### src/rtl/bit_stream_gen.sv
`timescale 1ns/1ps
// bit_stream_gen: serial NRZ test-pattern source.
// After enable, it sends an alternating preamble and then a payload. The payload
// is PRBS7, a continued alternating pattern, or a repeated 16-bit word.
// Each bit lasts max(bit_period, 2) clock cycles. That length is latched at
// every bit start. Alongside the data, the block provides a per-bit strobe and
// a half-bit reference clock.

module bit_stream_gen #(
    parameter int         PERIOD_W      = 16,
    parameter int         PREAMBLE_BITS = 16,
    parameter logic [6:0] PRBS_SEED     = 7'h7F
) (
    input  logic                clk_300M,
    input  logic                rst_n,
    input  logic                enable,
    input  logic [1:0]          mode,
    input  logic [PERIOD_W-1:0] bit_period,
    input  logic [15:0]         pattern_word,
    output logic                signal,
    output logic                bit_strobe,
    output logic                clk_ref,
    output logic                busy
);

    localparam int                PRE_W      = (PREAMBLE_BITS > 1) ? $clog2(PREAMBLE_BITS) : 1;
    localparam logic [PRE_W-1:0]  PRE_LAST   = PRE_W'(PREAMBLE_BITS - 1);
    localparam logic [PRE_W-1:0]  PRE_ONE    = PRE_W'(1);
    localparam logic [PERIOD_W-1:0] MIN_PERIOD = PERIOD_W'(2);
    localparam logic [PERIOD_W-1:0] CNT_ONE    = PERIOD_W'(1);

    typedef enum logic [1:0] {
        ST_IDLE     = 2'd0,
        ST_PREAMBLE = 2'd1,
        ST_PAYLOAD  = 2'd2
    } state_t;

    typedef enum logic [1:0] {
        PL_PRBS    = 2'd0,
        PL_ALT     = 2'd1,
        PL_PATTERN = 2'd2
    } payload_t;

    state_t              state;
    payload_t            payload_kind;
    logic [PERIOD_W-1:0] period_cnt;
    logic [PERIOD_W-1:0] period_len;
    logic [PRE_W-1:0]    pre_cnt;
    logic [3:0]          pat_idx;
    logic [15:0]         pat_word;
    logic [6:0]          lfsr;

    logic [PERIOD_W-1:0] period_next;
    logic [PERIOD_W-1:0] cnt_inc;
    logic                bit_end;
    logic                ref_next;
    payload_t            entry_kind;
    logic                entry_bit;
    logic [6:0]          lfsr_next;
    logic [3:0]          pat_idx_next;
    logic [15:0]         pat_word_next;
    logic                payload_bit;

    // Bit timing: effective period of the next bit, end-of-bit detect and next clk_ref level
    always_comb begin
        period_next = (bit_period < MIN_PERIOD) ? MIN_PERIOD : bit_period;
        cnt_inc     = period_cnt + CNT_ONE;
        bit_end     = (period_cnt == (period_len - CNT_ONE));
        ref_next    = (cnt_inc < (period_len >> 1));
    end

    // Payload selection at PAYLOAD entry and the next payload bit while already in PAYLOAD
    always_comb begin
        entry_kind    = PL_PRBS;
        entry_bit     = PRBS_SEED[6];
        lfsr_next     = {lfsr[5:0], lfsr[6] ^ lfsr[5]};
        pat_idx_next  = pat_idx - 4'd1;
        pat_word_next = (pat_idx == 4'd0) ? pattern_word : pat_word;
        payload_bit   = 1'b0;

        case (mode)
            2'b01: begin
                entry_kind = PL_ALT;
                entry_bit  = ~signal;
            end
            2'b10: begin
                entry_kind = PL_PATTERN;
                entry_bit  = pattern_word[15];
            end
            default: begin
                entry_kind = PL_PRBS;
                entry_bit  = PRBS_SEED[6];
            end
        endcase

        case (payload_kind)
            PL_PRBS:    payload_bit = lfsr_next[6];
            PL_ALT:     payload_bit = ~signal;
            PL_PATTERN: payload_bit = pat_word_next[pat_idx_next];
            default:    payload_bit = 1'b0;
        endcase
    end

    // Main FSM: all outputs are registered; a bit only ends after its full latched period
    always_ff @(posedge clk_300M) begin
        if (!rst_n) begin
            state        <= ST_IDLE;
            payload_kind <= PL_PRBS;
            period_cnt   <= '0;
            period_len   <= '0;
            pre_cnt      <= '0;
            pat_idx      <= '0;
            pat_word     <= '0;
            lfsr         <= PRBS_SEED;
            signal       <= 1'b0;
            bit_strobe   <= 1'b0;
            clk_ref      <= 1'b0;
            busy         <= 1'b0;
        end else begin
            case (state)
                ST_IDLE: begin
                    period_cnt <= '0;
                    pre_cnt    <= '0;
                    pat_idx    <= '0;
                    if (enable) begin
                        state      <= ST_PREAMBLE;
                        period_len <= period_next;
                        signal     <= 1'b1;
                        bit_strobe <= 1'b1;
                        clk_ref    <= 1'b1;
                        busy       <= 1'b1;
                    end else begin
                        state      <= ST_IDLE;
                        period_len <= '0;
                        signal     <= 1'b0;
                        bit_strobe <= 1'b0;
                        clk_ref    <= 1'b0;
                        busy       <= 1'b0;
                    end
                end

                ST_PREAMBLE, ST_PAYLOAD: begin
                    if (!bit_end) begin
                        period_cnt <= cnt_inc;
                        bit_strobe <= 1'b0;
                        clk_ref    <= ref_next;
                    end else if (!enable) begin
                        state      <= ST_IDLE;
                        period_cnt <= '0;
                        period_len <= '0;
                        pre_cnt    <= '0;
                        pat_idx    <= '0;
                        signal     <= 1'b0;
                        bit_strobe <= 1'b0;
                        clk_ref    <= 1'b0;
                        busy       <= 1'b0;
                    end else begin
                        period_cnt <= '0;
                        period_len <= period_next;
                        bit_strobe <= 1'b1;
                        clk_ref    <= 1'b1;
                        if (state == ST_PREAMBLE) begin
                            if (pre_cnt == PRE_LAST) begin
                                state        <= ST_PAYLOAD;
                                pre_cnt      <= '0;
                                payload_kind <= entry_kind;
                                signal       <= entry_bit;
                                lfsr         <= PRBS_SEED;
                                pat_word     <= pattern_word;
                                pat_idx      <= 4'd15;
                            end else begin
                                pre_cnt <= pre_cnt + PRE_ONE;
                                signal  <= ~signal;
                            end
                        end else begin
                            signal <= payload_bit;
                            if (payload_kind == PL_PRBS) begin
                                lfsr <= lfsr_next;
                            end
                            if (payload_kind == PL_PATTERN) begin
                                pat_idx  <= pat_idx_next;
                                pat_word <= pat_word_next;
                            end
                        end
                    end
                end

                default: begin
                    state      <= ST_IDLE;
                    period_cnt <= '0;
                    period_len <= '0;
                    pre_cnt    <= '0;
                    pat_idx    <= '0;
                    signal     <= 1'b0;
                    bit_strobe <= 1'b0;
                    clk_ref    <= 1'b0;
                    busy       <= 1'b0;
                end
            endcase
        end
    end

endmodule

### config.mk
export PLATFORM = sky130hd
export DESIGN_NAME = bit_stream_gen
export DESIGN_NICKNAME = d
export VERILOG_FILES = /design/src/rtl/bit_stream_gen.sv
export SDC_FILE = /design/constraint.sdc
export NUM_CORES = 1
export LEC_CHECK = 0
export CELL_PAD_IN_SITES_DETAIL_PLACEMENT = 1
export CELL_PAD_IN_SITES_GLOBAL_PLACEMENT = 2
export CORE_MARGIN = 3
export CORE_UTILIZATION = 36
export DETAILED_ROUTE_END_ITERATION = 8
export PLACE_DENSITY = 0.93
export REMOVE_ABC_BUFFERS = 1
export SLEW_MARGIN = 20
export SYNTH_ARGS = -nofsm -noshare
export SYNTH_HDL_FRONTEND = slang
export SYNTH_SLANG_ARGS = --single-unit
### constraint.sdc
create_clock -name clk_300M -period 3.55 [get_ports clk_300M]
set_clock_uncertainty 0.05 [all_clocks]
set_input_delay 0.71 -clock clk_300M [delete_from_list [all_inputs] [get_ports clk_300M]]
set_output_delay 0.71 -clock clk_300M [all_outputs]
set_load 0.05 [all_outputs]
======== Word level (Yosys, flattened, before mapping) ========
Index checks and enable logic that the tools add are counted.
storage, ports and cells
  input bits .............................. 37
  logic and storage cells ................. 96
  register bits after elaboration ......... 71
cells by class
  eq/ne operators ......................... 16
  add/sub/neg operators ................... 4
  reductions and logical operators ........ 15
  bitwise gates (word level) .............. 4
  order comparisons ....................... 3
  muxes and demuxes ....................... 42
operators with widths
  kind                     number
  $mux W16                 7
  $pmux W16 S2             1
  $mux W4                  7
  $mux W7                  3
  $add A16 B1 Y16 const B  1
  $eq A16 B16 Y1           1
  $lt A16 B15 Y1           1
  $lt A16 B2 Y1 const B    1
  $sub A16 B1 Y16 const B  1
  $reduce_and A5 Y1        3
  $mux W1                  11
  $pmux W1 S2              5
  $mux W2                  4
  $pmux W2 S2              2
  $eq A2 B1 Y1 const B     3
  $eq A2 B2 Y1 const B     3
  $ne A3 B3 Y1 const B     2
  $reduce_and A2 Y1        3
  $reduce_and A3 Y1        2
  $lt A4 B5 Y1 const B     1
  $add A4 B1 Y4 const B    1
  $bmux W1 S4              1
  $eq A4 B4 Y1 const B     1
  $logic_not A2 Y1         2
  other kinds (12)         17

======== Depth between registers and ports, before layout ========
Gate-level depths: netlist (run 1).
  word-level depth ........................ 9
  gate-level depth with buffers ........... 13

======== Least setup slack after synthesis (run 1) ========
OpenSTA, ideal clock, no wires.
  path type ............................... register -> register
  start point ............................. register period_cnt[0]
  end point ............................... register clk_ref
  arrival ................................. 2.697 ns
  path slack .............................. 0.740 ns
  stages on the path, launching flop included .. 13
  clock period less this slack ............ 2.810 ns
  buffers on the path ..................... 0
  data required time ...................... 3.438 ns
  cell sequence ........................... dfxtp_1 ha_1 nand3_1 nor2_1 nand2_1 or3_1 xnor2_1 ha_1 a21o_1 a211oi_1 o211ai_1 or4_1 nand3_1
on the way
  word-level cells in the longest chain between the ends .. 4
ends and longest elaborated chain
  element                 line  source
  from (decl)             46    logic [PERIOD_W-1:0] period_cnt;
  from (signal assigned)  144   period_cnt <= cnt_inc;
  $add A16 B1 Y16         67    cnt_inc = period_cnt + CNT_ONE;
  via cnt_inc[12]         54    logic [PERIOD_W-1:0] cnt_inc;
  $lt A16 B15 Y1          69    ref_next = (cnt_inc < (period_len >> 1));
  $mux W1                 143   if (!bit_end) begin
  $pmux W1 S2             120   case (state)
  to (signal assigned)    146   clk_ref <= ref_next;
  to (decl)               22    output logic clk_ref,
The timed path passes the listed nets, and every way through them passes these cells.
A chain may end at the register's enable or synchronous reset.

======== Worst setup path after layout (run 1) ========
Ends and elaborated chain as after synthesis.

==> results of run 1 <==
synthesized netlist by cell type, types with 5 or more instances:
master / n
or4_1: 5
nand4_1: 28
and3_1: 6
xor2_1: 12
a21oi_1: 34
nand3_1: 17
o31ai_1: 20
a31oi_1: 10
nor3_1: 6
nor4_1: 6
ha_1: 25
o21ai_0: 21
buf_6: 5
nor2_1: 29
nand2_1: 48
nor2b_1: 16
a21o_1: 5
xnor2_1: 23
mux2i_1: 22
and4_1: 10
inv_1: 31
dfxtp_1: 71
clkbuf_1: 19
mux4_2: 8
buf_2: 5
logic make-up after synthesis:
family / share of synthesized area, %
and+or+nand+nor: 23.05
AOI/OAI and AO/OA: 17.83
DFF: 30.88
buffers and inverters: 6.088
xor gates and xnor gates: 6.659
muxes: 8.698
adders and majority gates: 6.795
per-layer routing:
metal | vias to the layer above | wire length, um | track usage (%)
met5 | - | 0 | 0
met2 | 70 | 6545 | 33.20
met3 | 20 | 543 | 4.606
met1 | 2103 | 6280 | 24.67
met4 | 0 | 219 | 6.155
li1 | 2044 | - | -
worst paths after layout:
| check | depth (start not counted) | slack, ns | startpoint | end |
|---|---|---|---|---|
| max | 12 | 0.26 | period_cnt[0] | clk_ref |
| min | 2 | 0.42 | pat_word[9] | pat_word[9] |
| max reg2reg | 12 | 0.26 | period_cnt[0] | clk_ref |
| min reg2reg | 2 | 0.42 | pat_word[9] | pat_word[9] |
worst max-delay path, stage by stage (launching register included):
cell and delay, ns:
dfxtp_1 0.43, ha_1 0.24, nand3_1 0.12, nor2_1 0.36, nand2_1 0.13, or3_1 0.42, xnor2_1 0.16, ha_1 0.19
a21o_1 0.16, a211oi_1 0.24, o211ai_1 0.12, or4_1 0.49, nand3_1 0.12
layout make-up:
class                   count  area [um^2]  share of cell area, %
inverters                  33        123.9                  2.260
clock inverters             4        53.80                 0.9815
flip-flops and latches     71         1421                  25.93
well taps                 168        210.2                  3.835
repair buffers             53        510.5                  9.313
clock buffers              12        256.5                  4.679
multi-input cells         405         2905                  53.00
sequential cells by signal (all words and copies together) (netlist names):
signal and count:
state 2, bit_strobe 1, pat_word 16, clk_ref 1, pre_cnt 4, period_len 16
busy 1, pat_idx 4, lfsr 7, signal 1, period_cnt 16, payload_kind 2
through the flow:
| stage | utilization (%) | cells |
|---|---|---|
| 2_1_floorplan | - | 509 |
| 3_3_place_gp | 42.14 | 730 |
| 3_5_place_dp | 42.14 | 730 |
| 4_1_cts | 44.67 | 746 |
| 5_1_grt | 44.70 | 746 |
| 6_report | 44.70 | 746 |
power groups by stage:
stage | sequential, mW | combinational, mW | clock, mW
final | 0.836 | 0.306 | 0.958
after global routing | 0.839 | 0.334 | 1.01
after CTS | 0.836 | 0.306 | 0.974
after detailed placement | 0.853 | 0.302 | 0
after global placement | 0.853 | 0.294 | 0
after floorplan | 0.860 | 0.165 | 0
==> out/results.tsv, run 1 <==
stage	metric	value	unit
cts	register clock-pin slew on the reported worst setup and hold paths	0.06	ns
power	Pleak	2.068	nW
logic_synthesis	sequential-to-total area share from yosys stat	30.88	%
logic_synthesis	post-synthesis async set-or-reset flop share	0	%
cells_and_area	highest-count cells in the layout ignoring fill and taps	71 x dfxtp_1, 48 x nand2_1, 40 x clkdlybuf4s50_1	
logic_synthesis	Synth Register Bits	71	
die	Top-Level Pins	41	
worst_setup_path	Worst setup EP type	flip-flop	
power	combinational power share	14.6	%
sta	Final Hold Fails	0	
sta	Final WS setup	0.2635	ns
die	die width	119.1	um
sta	final setup vio count	0	
cts	CTS tree	done	
power	Sw Ratio	27.02	%
cells_and_area	fin nets	635	
grt	gr usage total	19.63	%
routing	number of vias per cell	5.680	
place	I/O Buffers	40	
die	Die Ht	119.1	um
cells_and_area	Area Growth Syn to Fin	19.08	%
power	Total Power	2.099	mW
sta	setup TNS	0	ns
worst_setup_path	WP data arrival	3.52	ns
grt	first-pass GRT wire length	22.69	mm
cells_and_area	Final Instance Area	5482	um^2
logic_synthesis	top cell type's share of synthesized area	30.88	%
routing	DRC Markers	0	
cts	TritonCTS Buffers	9	
sta	Worst slew margin	50.77	%
cts	Longest Clk Path Bufs	2	
place	detailed placement HPWL	9.748	mm
cts	Post-CTS Hold Buffers	0	
logic_synthesis	Mapped Area	4603	um^2
cts	H-tree depth	3	
sta	unrepaired setup endpoints after global routing	false	
logic_synthesis	number of synthesized flops with an enable pin	0	
cts	post-cts resize count	0	
power	Clock power frac	45.6	%
routing	DRT iter0 DRCs	188	
sta	worst hold slack	0.4208	ns
logic_synthesis	Yosys Warn Count	0	
worst_setup_path	Critical Path Start Type	flip-flop	
place	pre-CTS setup slack	0.2718	ns
cells_and_area	most common cell after layout, fill and taps aside	dfxtp_1	
worst_setup_path	Crit Path Category	reg -> reg	
flow_run	Max-Cap Viols	0	
logic_synthesis	leading area contributor after synthesis	dfxtp_1	
routing	final wirelength	13.59	mm
hold_path	worst min path class	reg -> reg	
worst_setup_path	Critical Path RT	3.79	ns
die	row cnt	40	
routing	vias post-DR	4237	
logic_synthesis	Main synth FF type	dfxtp_1	
logic_synthesis	Post-Syn Instances	539	
sta	crit share post-route	92.58	%
logic_synthesis	average size of a mapped cell	8.540	um^2
routing	WL/cell	18.22	um
cts	CTS root buf	clkbuf_16	
grt	vias in the first global route	4484	
power	sequential power share	39.8	%
place	Routability Congestion	0.8911	
sta	max-slew violations	0	
routing	Antenna Violating Nets Remaining	0	
logic_synthesis	Synth cell types	59	
power	internal power	1.532	mW
worst_setup_path	Crit Path Max Fanout	6	
grt	total congestion overflow	0	
grt	initial antenna violation count	0	
status	run status	complete, no violations	
place	Placed Area	5167	um^2
cells_and_area	final-layout fill cell count	1466	
cts	worst skew pair latency	0.35	ns
sta	Least-Margin Pin Slew	0.7384	ns
die	die area	14180	um^2
power	PD cells	383.0	nW/um^2
cells_and_area	n_diodes	0	
cts	setup bufs post-CTS	0	
cts	clock sinks	71	
logic_synthesis	top post-synthesis cells by area	dfxtp_1 31%, ha_1 6.8%, mux2i_1 4.8%, xnor2_1 4.4%, mux4_2 3.9%	
cells_and_area	fraction of layout cells with a size suffix above 1	8.824	%
power	Psw	567.3	uW
sta	Tmin final	3.286	ns
grt	largest net degree at the start of global routing	44	
routing	First-pass DRT Iterations	4	
power	worst IR drop on VDD	0.3563	mV
die	Initial Utilization	37.54	%
die	core area	12260	um^2
sta	Fmax	0.3043	GHz
No activity file was read; power rests on OpenSTA's default activity.
==> inputs of run 2 (changes only) <==
- clock period: 3.55 -> 3.7 ns (I/O delays scaled with it)
==> run 2 against run 1 <==
Compared with the run above:
- cell count decreased by 0.27%
- sequential power shrank 3.9%
- via count about the same
- wire length up 1.4%
- count of clock-buffer cells in the layout down 1
- worst hold slack improved by 0.0046 ns
- design area hardly changed
- power decreased by 5.1%
- critical endpoint is now period_len[8]
- largest cell class unchanged
==> out/results.tsv, run 2 (synthesized netlist as in run 1, its figures left out) <==
stage	metric	value	unit	change
die	die area	14180	um^2	unchanged
cells_and_area	Area Growth Syn to Fin	19.00	%	about the same
worst_setup_path	CP max-delay cell	or3b_2		
grt	vias in the first global route	4481		-0.067%
cts	register clock-pin slew on the reported worst setup and hold paths	0.06	ns	about the same
routing	vias post-DR	4236		-0.024%
place	I/O Buffers	40		unchanged
grt	largest net degree at the start of global routing	44		unchanged
cells_and_area	most common cell after layout, fill and taps aside	dfxtp_1		
cts	clock sinks	71		unchanged
cts	CTS root buf	clkbuf_16		
power	Pleak	2.068	nW	about the same
cells_and_area	fin nets	633		-0.31%
worst_setup_path	R2R setup slack	0.35	ns	+0.09 ns
routing	Met3 Routed Length	581	um	+7.0%
worst_setup_path	Crit Path Category	reg -> reg		
cells_and_area	n_diodes	0		unchanged
power	worst IR drop on VDD	0.3368	mV	-5.5%
die	Initial Utilization	37.54	%	unchanged
cts	setup bufs post-CTS	0		unchanged
worst_setup_path	CP delay by family, top	simple AND/OR/NAND/NOR gates		
sta	setup TNS	0	ns	unchanged
sta	Worst slew margin	49.66	%	-1.1 points
status	run status	complete, no violations		
place	pre-CTS setup slack	0.2970	ns	+0.02516 ns
worst_setup_path	CP peak stage delay	0.53	ns	+0.04 ns
sta	unrepaired setup endpoints after global routing	false		
worst_setup_path	Crit Path Max Fanout	17		+11
routing	Met2 Wirelength	6.882	mm	+5.1%
worst_setup_path	Critical Path RT	3.91	ns	+0.12 ns
sta	crit share post-route	90.41	%	-2.2 points
routing	DRT iter0 DRCs	196		+4.3%
cts	TritonCTS Buffers	9		unchanged
worst_setup_path	Worst R2R End	period_len[8]		
routing	highest metal used	met4		
routing	wl on met1	5.968	mm	-5.0%
die	row cnt	40		unchanged
die	Die Ht	119.1	um	unchanged
cells_and_area	biggest regs	pat_word (16), period_cnt (16), period_len (16)		
sta	max-slew violations	0		unchanged
worst_setup_path	Cell Chain, Critical Path	inv_1 > ha_1 > or3b_2 > nor4_1 > xnor2_1 > a211oi_1 > o2111ai_4 > nand2_2 > mux2i_1		
routing	WL/cell	18.52	um	+1.6%
cts	post-cts resize count	0		unchanged
sta	Least-Margin Pin Slew	0.7550	ns	+0.01668 ns
sta	Final Hold Fails	0		unchanged
sta	Tmin final	3.345	ns	+0.05881 ns
cells_and_area	fraction of layout cells with a size suffix above 1	8.854	%	+0.031 points
routing	First-pass DRT Iterations	4		unchanged
place	detailed placement HPWL	9.851	mm	+1.1%
grt	first-pass GRT wire length	22.73	mm	+0.18%
cts	Longest Clk Path Bufs	2		unchanged
die	core area	12260	um^2	unchanged
cells_and_area	highest-count cells in the layout ignoring fill and taps	71 x dfxtp_1, 48 x nand2_1, 40 x clkdlybuf4s50_1		
sta	Final WS setup	0.3547	ns	+0.09119 ns
cells_and_area	utilization after layout	44.67	%	about the same
die	Top-Level Pins	41		unchanged
cts	worst skew pair latency	0.34	ns	about the same
worst_setup_path	crit path buf inv count	1		+1
worst_setup_path	R2R depth	9		-3
routing	number of vias per cell	5.694		+0.25%
cells_and_area	Final Instance Area	5478	um^2	about the same
sta	Fmax	0.2989	GHz	-1.8%
worst_setup_path	Critical Path Start Type	flip-flop		
worst_setup_path	Crit Reg-Reg Startpoint	period_len[0]		
cts	H-tree depth	3		unchanged
cells_and_area	final-layout fill cell count	1449		-1.2%
grt	gr usage total	19.78	%	+0.15 points
worst_setup_path	Worst setup EP type	flip-flop		
hold_path	Min-Delay Startpoint	pat_word[2]		
grt	total congestion overflow	0		unchanged
hold_path	hold depth	2		unchanged
cts	Post-CTS Hold Buffers	0		unchanged
routing	Antenna Violating Nets Remaining	0		unchanged
place	Routability Congestion	0.8343		-6.4%
routing	DRC Markers	0		unchanged
hold_path	WHS Endpoint	pat_word[2]		
hold_path	worst min path class	reg -> reg		
flow_run	Max-Cap Viols	0		unchanged
grt	initial antenna violation count	0		unchanged
sta	final setup vio count	0		unchanged
routing	final wirelength	13.78	mm	+1.4%
worst_setup_path	WP data arrival	3.55	ns	+0.03 ns
die	die width	119.1	um	unchanged
place	Placed Area	5156	um^2	-0.22%
power	PD cells	363.8	nW/um^2	-5.0%
cts	CTS tree	done		
run 2: cell types whose count changed in the layout (fill, tap and decap cells not counted), sizes merged:
cell / before / now
clkbuf: 12 / 11
clkinv: 2 / 5
clkinvlp: 2 / 0
buf: 13 / 11
run 2: worst max path at each step:
stage | from | to | slack, ns | cells after the start
after detailed placement | period_len[0] | period_cnt[13] | 0.30 | 8
after global routing | period_len[0] | period_len[1] | 0.02 | 9
final | period_len[0] | period_len[8] | 0.35 | 9
after floorplan | period_len[0] | signal | 0.46 | 8
after CTS | period_len[0] | period_cnt[15] | 0.27 | 8
after global placement | period_len[0] | period_len[0] | 0.44 | 9
run 2: report_power, final:
group | leakage [nW] | internal (mW) | switching, mW
sequential | 0.576 | 0.779 | 0.0239
combinational | 1.34 | 0.129 | 0.166
clock | 0.149 | 0.541 | 0.354
run 2: stage by stage:
step	power (mW)	hold slack, ns	std cells
after floorplan	0.9832	0.3910	509
after global placement	1.098	0.3987	728
after detailed placement	1.106	0.4166	728
after CTS	2.004	0.4245	744
after global routing	2.071	0.4452	744
final	1.993	0.4254	744
run 2: area by class of cell:
class	count	area, um^2	share of cell area, %
Inverter	33	123.9	2.261
Multi-Input combinational cell	405	2927	53.43
Sequential cell	71	1421	25.95
Tap cell	168	210.2	3.837
Clock inverter	5	57.56	1.051
Clock buffer	11	242.7	4.431
Timing Repair Buffer	51	495.5	9.045
run 2: tightest hold or removal path: stages, from the launching register on:
cell	delay (ns)
dfxtp_1	0.31
o31ai_1	0.06
a21oi_1	0.05
run 2: layer usage:
layer | vias up | GRT usage (%)
met3 | 25 | 4.843
met4 | 0 | 7.241
met5 | - | 0
li1 | 2043 | -
met2 | 90 | 33.56
met1 | 2078 | 24.24
